<file path="src/rtl/input_unit.sv">
// Input unit of the 3D mesh router: flit FIFO, head-flit route lock and switch request.
// Optional macro IU_LFSR_EN selects the Galois LFSR tie-break; otherwise a toggle bit is used.

package input_unit_pkg;
    typedef struct packed {
        logic [2:0] z;
        logic [2:0] y;
        logic [2:0] x;
    } position_t;

    typedef enum logic [2:0] {
        LOCAL = 3'd0,
        EAST  = 3'd1,
        WEST  = 3'd2,
        NORTH = 3'd3,
        SOUTH = 3'd4,
        UP    = 3'd5,
        DOWN  = 3'd6
    } port_t;
endpackage

module input_unit
    import input_unit_pkg::*;
#(
    parameter int             BUF_DEPTH  = 4,
    parameter int             FLIT_WIDTH = 32,
    parameter logic [7:0]     LFSR_SEED  = 8'hA5
) (
    input  logic                  clk,
    input  logic                  rst_n,

    input  logic                  in_valid,
    output logic                  in_ready,
    input  logic [FLIT_WIDTH-1:0] in_flit,

    output position_t             rc_dest,
    output logic                  rc_rand_bit,
    input  port_t                 rc_outport,

    output logic                  sa_req,
    output port_t                 sa_port,
    input  logic                  sa_grant,

    output logic                  out_valid,
    output logic [FLIT_WIDTH-1:0] out_flit,

    output logic                  err_orphan
);

    localparam int PTR_W = $clog2(BUF_DEPTH);
    localparam int POS_W = $bits(position_t);

    typedef enum logic {
        IDLE   = 1'b0,
        ACTIVE = 1'b1
    } state_t;

    logic [FLIT_WIDTH-1:0] mem_q [BUF_DEPTH];
    logic [PTR_W:0]        wr_ptr_q, wr_ptr_d;
    logic [PTR_W:0]        rd_ptr_q, rd_ptr_d;

    state_t                state_q, state_d;
    port_t                 route_q, route_d;
    logic                  out_valid_q, out_valid_d;
    logic [FLIT_WIDTH-1:0] out_flit_q, out_flit_d;
    logic                  err_orphan_q, err_orphan_d;

    logic                  full;
    logic                  empty;
    logic                  push;
    logic                  pop;
    logic                  capture;
    logic [FLIT_WIDTH-1:0] front;
    logic                  front_head;
    logic                  front_tail;

    // Wrap bit distinguishes full from empty when the index bits match.
    assign full  = (wr_ptr_q[PTR_W] != rd_ptr_q[PTR_W]) &&
                   (wr_ptr_q[PTR_W-1:0] == rd_ptr_q[PTR_W-1:0]);
    assign empty = (wr_ptr_q == rd_ptr_q);

    assign front      = mem_q[rd_ptr_q[PTR_W-1:0]];
    assign front_head = front[FLIT_WIDTH-1];
    assign front_tail = front[FLIT_WIDTH-2];

    assign in_ready   = !full;
    assign push       = in_valid && !full;

    assign rc_dest    = position_t'(front[POS_W-1:0]);
    assign sa_req     = (state_q == ACTIVE) && !empty;
    assign sa_port    = route_q;
    assign out_valid  = out_valid_q;
    assign out_flit   = out_flit_q;
    assign err_orphan = err_orphan_q;

    always_comb begin
        state_d      = state_q;
        route_d      = route_q;
        out_valid_d  = 1'b0;
        out_flit_d   = out_flit_q;
        err_orphan_d = 1'b0;
        pop          = 1'b0;
        capture      = 1'b0;
        case (state_q)
            IDLE: begin
                if (!empty) begin
                    if (front_head) begin
                        // Head stays in the FIFO; it is forwarded once granted.
                        route_d = rc_outport;
                        capture = 1'b1;
                        state_d = ACTIVE;
                    end else begin
                        pop          = 1'b1;
                        err_orphan_d = 1'b1;
                    end
                end
            end
            ACTIVE: begin
                if (sa_req && sa_grant) begin
                    pop         = 1'b1;
                    out_valid_d = 1'b1;
                    out_flit_d  = front;
                    if (front_tail) begin
                        state_d = IDLE;
                    end
                end
            end
            default: state_d = IDLE;
        endcase
    end

    always_comb begin
        wr_ptr_d = wr_ptr_q + {{PTR_W{1'b0}}, push};
        rd_ptr_d = rd_ptr_q + {{PTR_W{1'b0}}, pop};
    end

    // Storage carries no reset; only pointers define occupancy.
    always_ff @(posedge clk) begin
        if (push) begin
            mem_q[wr_ptr_q[PTR_W-1:0]] <= in_flit;
        end
    end

    always_ff @(posedge clk or negedge rst_n) begin
        if (!rst_n) begin
            wr_ptr_q     <= '0;
            rd_ptr_q     <= '0;
            state_q      <= IDLE;
            route_q      <= LOCAL;
            out_valid_q  <= 1'b0;
            out_flit_q   <= '0;
            err_orphan_q <= 1'b0;
        end else begin
            wr_ptr_q     <= wr_ptr_d;
            rd_ptr_q     <= rd_ptr_d;
            state_q      <= state_d;
            route_q      <= route_d;
            out_valid_q  <= out_valid_d;
            out_flit_q   <= out_flit_d;
            err_orphan_q <= err_orphan_d;
        end
    end

`ifdef IU_LFSR_EN
    logic [7:0] lfsr_q, lfsr_d;

    // Right-shifting Galois form of x^8+x^6+x^5+x^4+1.
    function automatic logic [7:0] lfsr_step(input logic [7:0] v);
        return {1'b0, v[7:1]} ^ (v[0] ? 8'hB8 : 8'h00);
    endfunction

    always_comb begin
        lfsr_d = lfsr_q;
        if (capture) begin
            lfsr_d = lfsr_step(lfsr_q);
        end
    end

    always_ff @(posedge clk or negedge rst_n) begin
        if (!rst_n) begin
            lfsr_q <= LFSR_SEED;
        end else begin
            lfsr_q <= lfsr_d;
        end
    end

    assign rc_rand_bit = lfsr_q[0];
`else
    logic rand_bit_q, rand_bit_d;
    logic unused_seed;

    assign unused_seed = ^LFSR_SEED;

    always_comb begin
        rand_bit_d = rand_bit_q;
        if (capture) begin
            rand_bit_d = !rand_bit_q;
        end
    end

    always_ff @(posedge clk or negedge rst_n) begin
        if (!rst_n) begin
            rand_bit_q <= 1'b0;
        end else begin
            rand_bit_q <= rand_bit_d;
        end
    end

    assign rc_rand_bit = rand_bit_q;
`endif

endmodule

</file>
<file path="config.mk">
export PLATFORM = sky130hd
export DESIGN_NAME = input_unit
export DESIGN_NICKNAME = d
export VERILOG_FILES = /design/src/rtl/input_unit.sv
export SDC_FILE = /design/constraint.sdc
export NUM_CORES = 1
export LEC_CHECK = 0
export CORE_AREA = 2 2 114 116
export DETAILED_ROUTE_END_ITERATION = 12
export DIE_AREA = 0 0 116 118
export PLACE_DENSITY = 0.88
export SLEW_MARGIN = 10
export SYNTH_ARGS = -nofsm -noshare
export SYNTH_HDL_FRONTEND = slang
export SYNTH_SLANG_ARGS = --single-unit
</file>
<file path="constraint.sdc">
create_clock -name clk -period 5.7 [get_ports clk]
set_clock_uncertainty 0.2 [all_clocks]
set_input_delay 0.57 -clock clk [delete_from_list [all_inputs] [get_ports clk]]
set_output_delay 0.57 -clock clk [all_outputs]
set_load 0.03 [all_outputs]
</file>
==> results of run 1 <==
-- flip-flops by register name, summed over array words and instances, names as in the netlist --
register and count:
rd_ptr_q 3, out_flit 32, sa_port 3, out_valid 1, err_orphan 1, state_q 1
wr_ptr_q 3, mem_q 128, rc_rand_bit 1
-- layout make-up --
class | count | share of cell area
Clock buffer | 24 | 0.05807
Clock inverter | 7 | 0.008010
Inverter | 2 | 0.0009242
Multi-Input combinational cell | 94 | 0.1831
Timing Repair Buffer | 92 | 0.1112
Sequential cell | 173 | 0.6121
Tap cell | 172 | 0.02649
-- cells in the mapped netlist, types with 2 or more instances --
cell	number	area [um^2]
dfrtp_1	45	1126
nor3b_1	2	15.01
edfxtp_1	128	3844
mux2_2	5	56.30
nor2_1	2	7.510
xnor2_1	2	17.52
mux2_4	29	435.4
clkbuf_1	3	11.26
buf_6	2	22.52
ha_1	4	50.05
inv_1	2	7.510
nor3_1	2	10.01
o311a_1	2	20.02
xor2_1	3	26.28
mux4_2	32	720.7
buf_12	3	60.06
buf_4	9	67.56
buf_2	4	20.02
-- per-layer routing --
metal	GRT usage	vias to the layer above	part of all wire
met5	0	-	0
li1	-	1329	-
met1	0.2331	1621	0.40
met3	0.04943	22	0.048
met4	0.08333	0	0.022
met2	0.3081	112	0.53
-- layout by cell type, fill, tap and decap left out, drive strengths merged --
| cell type | Yosys | layout |
|---|---|---|
| or3 | 1 | 1 |
| clkdlybuf4s50 | 0 | 86 |
| clkinvlp | 0 | 3 |
| o311a | 2 | 2 |
| edfxtp | 128 | 128 |
| and3 | 1 | 1 |
| nor3 | 2 | 2 |
| bufinv | 0 | 1 |
| nand2 | 1 | 1 |
| mux2 | 35 | 35 |
| o31ai | 1 | 1 |
| buf | 18 | 6 |
| a21oi | 1 | 1 |
| o21ai | 1 | 1 |
| xor2 | 5 | 5 |
| clkinv | 0 | 3 |
| mux4 | 32 | 32 |
| clkbuf | 3 | 24 |
| nor2 | 2 | 2 |
| o311ai | 1 | 1 |
| ha | 4 | 4 |
| dfrtp | 45 | 45 |
| xnor2 | 2 | 2 |
| or2 | 1 | 1 |
| inv | 2 | 2 |
| nor3b | 2 | 2 |
-- report_power, final --
part	switching [mW]	leakage [nW]	internal [mW]	total, mW
clock	0.439	0.251	0.617	1.06
combinational	0.978	0.924	0.948	1.93
sequential	0.219	1.70	1.76	1.98
total	1.64	2.88	3.33	4.97
-- worst max-delay path, stage by stage (launching register included) --
cell and delay [ns]:
dfrtp_2 0.97, xor2_4 0.20, nor3_1 0.33, nor2_1 0.07, clkdlybuf4s50_1 0.60
-- logic make-up after synthesis --
logic type / synth area share
compound gates: 0.008116
xor+xnor: 0.01321
fa+ha+maj: 0.007550
buf+inv: 0.02850
flops: 0.7497
mux: 0.1846
simple gates: 0.008306
-- how the worst max path moves through the flow --
stage,to,start,cells past startpoint
after floorplan,mem_q[2][0],rd_ptr_q[0],4
after global placement,mem_q[3][12],rd_ptr_q[1],4
after detailed placement,mem_q[3][12],rd_ptr_q[1],4
after CTS,rc_dest[3],rd_ptr_q[0],3
after global routing,sa_req,rd_ptr_q[0],5
final,sa_req,rd_ptr_q[1],4
==> results by group, run 1 <==
Placement
  • Post-DP Area: 7586 um^2
  • Pre-CTS WS: 2.649 ns
  • Routability cong.: 0.6672
  • DPL Wire Length: 6726 um
  • Placed cell count: 533
  • Port Buffers: 87

Hold path
  • Worst hold path class: input port to async pin

Power and ir drop
  • VDD IR-drop max: 0.0002767 V
  • Tot Pwr: 4.965 mW
  • Leakage: 2.876 nW
  • PwrDens: 611.3 nW/um^2

Layout
  • Final non-filler cell total: 564
  • Antenna Cells: 0
  • Fin util: 0.6543
  • Fraction of layout cells with a size suffix above 1: 0.2730
  • Fillers: 822
  • Post-layout nets: 423
  • FF/Latch Area: 4972 um^2
  • Multi-input gate area: 1488 um^2
  • P&R area growth vs syn: 22.54%
  • Layout Cell Area excl Fill: 8123 um^2

Timing
  • Sum Neg Setup Slack: 0 ns
  • Relative slew slack: 0.2050
  • Hold_ws: 0.05456 ns
  • Final Cycle Share: 0.5885
  • RSZ-0062 raised after global routing: no
  • Hold Fails Final Rpt: 0
  • Fmax: 0.2981 GHz
  • PnR worst setup slack: 2.345 ns
  • Final setup vio count: 0
  • Worst Tran Pin Value: 1.193 ns
  • Post-route minimum period: 3.355 ns
  • Slew Limit Fails: 0

Clock tree
  • Root Buffer: clkbuf_16
  • Clk_lat worst skew: 0.43 ns
  • Post-CTS Setup Bufs: 0
  • Clock buffer count from CTS: 17
  • CTS tree: built
  • CTS max path bufs: 2
  • Clk sink count: 173
  • Post-CTS Hold Buffers: 0
  • Number of gates resized after cts: 0
  • Clock transition at path regs: 0.07 ns
  • H-Tree Depth: 4

Critical path
  • CP Data Arrival Time: 2.58 ns
  • CP Max Fanout: 34
  • Reg-to-Reg Start: rd_ptr_q[1]
  • Crit Path Category: register to primary output
  • Critical path endpoint category: primary output
  • R2R Path End: mem_q[3][23]
  • CP required: 4.93 ns
  • Reg2reg setup slack: 2.56 ns
  • CP Launch Type: register
  • Worst r2r path cells: 4

Yosys
  • Unique masters post-synth: 29
  • Mapped Area: 6629 um^2
  • Syn. warnings: 0
  • Ys async rst share: 0.2601
  • Post-synthesis sequential area ratio: 0.7497
  • Avg Cell Area, Syn: 22.86 um^2
  • Synth Flop Type: edfxtp_1
  • Synth Net Count: 333
  • EDFF count, synth: 128
  • Gate Count Post-Synth: 290
  • Register bit total from synthesis: 173

Routing
  • Final wirelength: 11840 um
  • Post-route ant nets: 0
  • DR vias: 3084
  • Initial drt markers: 229
  • DRT Pass-1 Iters: 4
  • DRC viols: 0
  • Vias/cell: 5.468
  • Avg WL per Cell: 20.99 um

Global route
  • Initial antenna violation count: 0
  • GRT Overall Usage: 0.1873
  • Vias in the first global route: 3359
  • Total congestion overflow: 0
  • First-pass GRT wire length: 18410 um
  • Largest net degree at the start of global routing: 46

Run
  • Max cap viols: 0

Die
  • Core ar.: 12410 um^2
  • # IOs: 88
  • Die height: 118 um
  • Initial Util: 0.5340
  • Row cnt: 41
  • Die area: 13690 um^2
  • Chip width: 116 um

Status
  • Outcome: completed
Note: power is estimated with default switching activity, not from simulation.
==> run 2, diff against run 1 <==
--- a/config.mk
+++ b/config.mk
@@ -5,10 +5,10 @@
 export SDC_FILE = /design/constraint.sdc
 export NUM_CORES = 1
 export LEC_CHECK = 0
-export CORE_AREA = 2 2 114 116
+export CORE_AREA = 2 2 120 122
 export DETAILED_ROUTE_END_ITERATION = 12
-export DIE_AREA = 0 0 116 118
-export PLACE_DENSITY = 0.88
+export DIE_AREA = 0 0 122 124
+export PLACE_DENSITY = 0.84
 export SLEW_MARGIN = 10
 export SYNTH_ARGS = -nofsm -noshare
 export SYNTH_HDL_FRONTEND = slang
==> constraint.sdc (replaced) <==
create_clock -name clk -period 2.7 [get_ports clk]
set_clock_uncertainty 0.2 [all_clocks]
set_input_delay 0.27 -clock clk [delete_from_list [all_inputs] [get_ports clk]]
set_output_delay 0.27 -clock clk [all_outputs]
set_load 0.03 [all_outputs]
==> run 2 against run 1 <==
Net effect:
- die area increased by 11%
- non-clock buffer count increased by 9
- largest cell class unchanged
- power increased by 120%
- highest routed layer unchanged
- sequential share of layout area decreased by 1.5 points
- first-iteration DRC count decreased by 25%
- clock power increased by 130%
- via count decreased by 1.1%
- core utilization decreased by 4.7 points
==> results by group, run 2 (same netlist as run 1, synthesis figures left out) <==
Die
  • Core ar.: 13720 um^2 (+11%)
  • Die height: 124 um (+5.1%)
  • Row cnt: 43 (+4.9%)
  • # IOs: 88 (unchanged)
  • Die area: 15130 um^2 (+11%)
  • Initial Util: 0.4832 (-0.05079)
  • Chip width: 122 um (+5.2%)

Timing
  • Post-route minimum period: 2.563 ns
  • PnR worst setup slack: 0.1367 ns (-2.209 ns)
  • Hold_ws: 0.2734 ns (+0.2188 ns)
  • Worst Tran Pin Value: 0.8626 ns (-0.3300 ns)
  • Final setup vio count: 0 (unchanged)
  • Hold Fails Final Rpt: 0 (unchanged)
  • Sum Neg Setup Slack: 0 ns (unchanged)
  • Relative slew slack: 0.4250 (+0.2200)
  • Slew Limit Fails: 0 (unchanged)
  • Final Cycle Share: 0.9494
  • RSZ-0062 raised after global routing: no
  • Fmax: 0.3901 GHz

Clock tree
  • CTS tree: built
  • Clk_lat worst skew: 0.41 ns (-0.02 ns)
  • CTS max path bufs: 2 (unchanged)
  • Clk sink count: 173 (unchanged)
  • Clock transition at path regs: 0.06 ns (about the same)
  • Clock buffer count from CTS: 17 (unchanged)
  • Root Buffer: clkbuf_16
  • H-Tree Depth: 4 (unchanged)
  • Post-CTS Setup Bufs: 0 (unchanged)

Hold path
  • Hold Path End: sa_port[1]
  • Worst hold path class: input port to register
  • Worst hold stages: 2
  • Min-delay src: rc_outport[1]

Global route
  • Initial antenna violation count: 0 (unchanged)
  • Largest net degree at the start of global routing: 46 (unchanged)
  • GRT Overall Usage: 0.1604 (-0.02688)
  • Total congestion overflow: 0 (unchanged)
  • Vias in the first global route: 3206 (-4.6%)
  • First-pass GRT wire length: 17570 um (-4.5%)

Layout
  • P&R area growth vs syn: 25.73%
  • Fillers: 938 (+14%)
  • Post-layout nets: 432 (+2.1%)
  • Commonest non-fill, non-tap cell in the layout: edfxtp_1
  • Layout Cell Area excl Fill: 8334 um^2 (+2.6%)
  • Fraction of layout cells with a size suffix above 1: 0.3159 (+0.04296)
  • Most frequent cells in the layout: edfxtp_1 (128), clkdlybuf4s50_1 (77), dfrtp_1 (41), mux4_2 (32), mux2_4 (29)
  • Max reg flops: 128 (unchanged)
  • Antenna Cells: 0 (unchanged)
  • Fin util: 0.6075 (-0.04683)

Power and ir drop
  • PwrDens: 1297 nW/um^2 (+110%)
  • VDD IR-drop max: 0.0005903 V (+110%)
  • Leakage: 2.997 nW (+4.2%)

Critical path
  • Worst r2r path cells: 7 (+3)
  • Crit Path Category: register to primary output
  • Reg-to-Reg Start: rd_ptr_q[1]
  • CP Max Fanout: 6 (-82%)
  • CP Data Arrival Time: 2.09 ns (-0.49 ns)
  • CP Launch Type: register
  • Reg2reg setup slack: 0.25 ns (-2.31 ns)
  • Critical path endpoint category: primary output
  • CP required: 2.23 ns (-2.70 ns)
  • R2R Path End: rd_ptr_q[2]

Placement
  • Pre-CTS WS: 0.2830 ns (-2.366 ns)
  • Post-DP Area: 7700 um^2 (+1.5%)
  • Port Buffers: 87 (unchanged)
  • Routability cong.: 0.7046 (+5.6%)
  • DPL Wire Length: 7071 um (+5.1%)

Status
  • Outcome: completed

Routing
  • Final wirelength: 11540 um (-2.5%)
  • Vias/cell: 5.241 (-4.2%)
  • DR vias: 3050 (-1.1%)
  • Post-route ant nets: 0 (unchanged)
  • DRC viols: 0 (unchanged)
  • Avg WL per Cell: 19.83 um (-5.5%)
  • DRT Pass-1 Iters: 7 (+3)
  • Initial drt markers: 172 (-25%)

Run
  • Max cap viols: 0 (unchanged)
run 2: cell types whose count changed in the layout (fill, tap and decap cells not counted), moves of 3 or more:
cell	previous run	this run
clkbuf_1	5	0
clkdlybuf4s50_1	86	77
clkinv_4	0	3
dlygate4sd2_1	0	9
buf_4	5	10
run 2: timing repair:
item	in CTS	in global routing
setup endpoints to repair	9	2
hold buffers	1	0
endpoints found under the hold margin	45	0
resized for setup	10	4
run 2: cell type report:
class | instances | area [um^2] | area share
Sequential cell | 173 | 4975 | 0.5969
Inverter | 2 | 7.507 | 0.0009008
Timing Repair Buffer | 101 | 991.0 | 0.1189
Tap cell | 180 | 225.2 | 0.02702
Clock buffer | 19 | 452.9 | 0.05435
Multi-Input combinational cell | 94 | 1519 | 0.1823
Clock inverter | 13 | 163.9 | 0.01967
run 2: worst max-delay path by stage:
stage	startpoint	endpoint	slack (ns)	cells after the start
2_1_floorplan	rd_ptr_q[0]	mem_q[2][0]	-0.23	4
3_3_place_gp	rd_ptr_q[1]	rd_ptr_q[2]	0.33	7
3_5_place_dp	wr_ptr_q[0]	mem_q[3][7]	0.28	4
4_1_cts	wr_ptr_q[0]	sa_req	0.01	4
5_1_grt	wr_ptr_q[0]	sa_req	0.03	4
6_report	wr_ptr_q[1]	in_ready	0.14	3
run 2: through the flow:
step / total power [mW] / cells
floorplan: 7.111 / 290
global placement: 8.310 / 549
detailed placement: 8.448 / 549
CTS: 10.90 / 582
global route: 11.29 / 582
finish: 10.81 / 582
run 2: metal layers:
layer	global-route usage	part of all wire	vias to the layer above
met5	0	0	-
met4	0.06968	0.010	0
met3	0.03846	0.045	13
met2	0.2605	0.52	84
met1	0.2088	0.43	1601
li1	-	-	1352
run 2: where the power goes:
group	internal, mW	switching (mW)	total (mW)
Clock	1.51	0.966	2.48
Combinational	2.04	2.18	4.22
Sequential	3.72	0.388	4.11
Total	7.27	3.53	10.8
run 2: critical path, cell delays in order (launching register included):
cell,delay (ns)
dfrtp_2,0.49
xor2_4,0.20
or3_1,0.38
clkdlybuf4s50_1,0.61
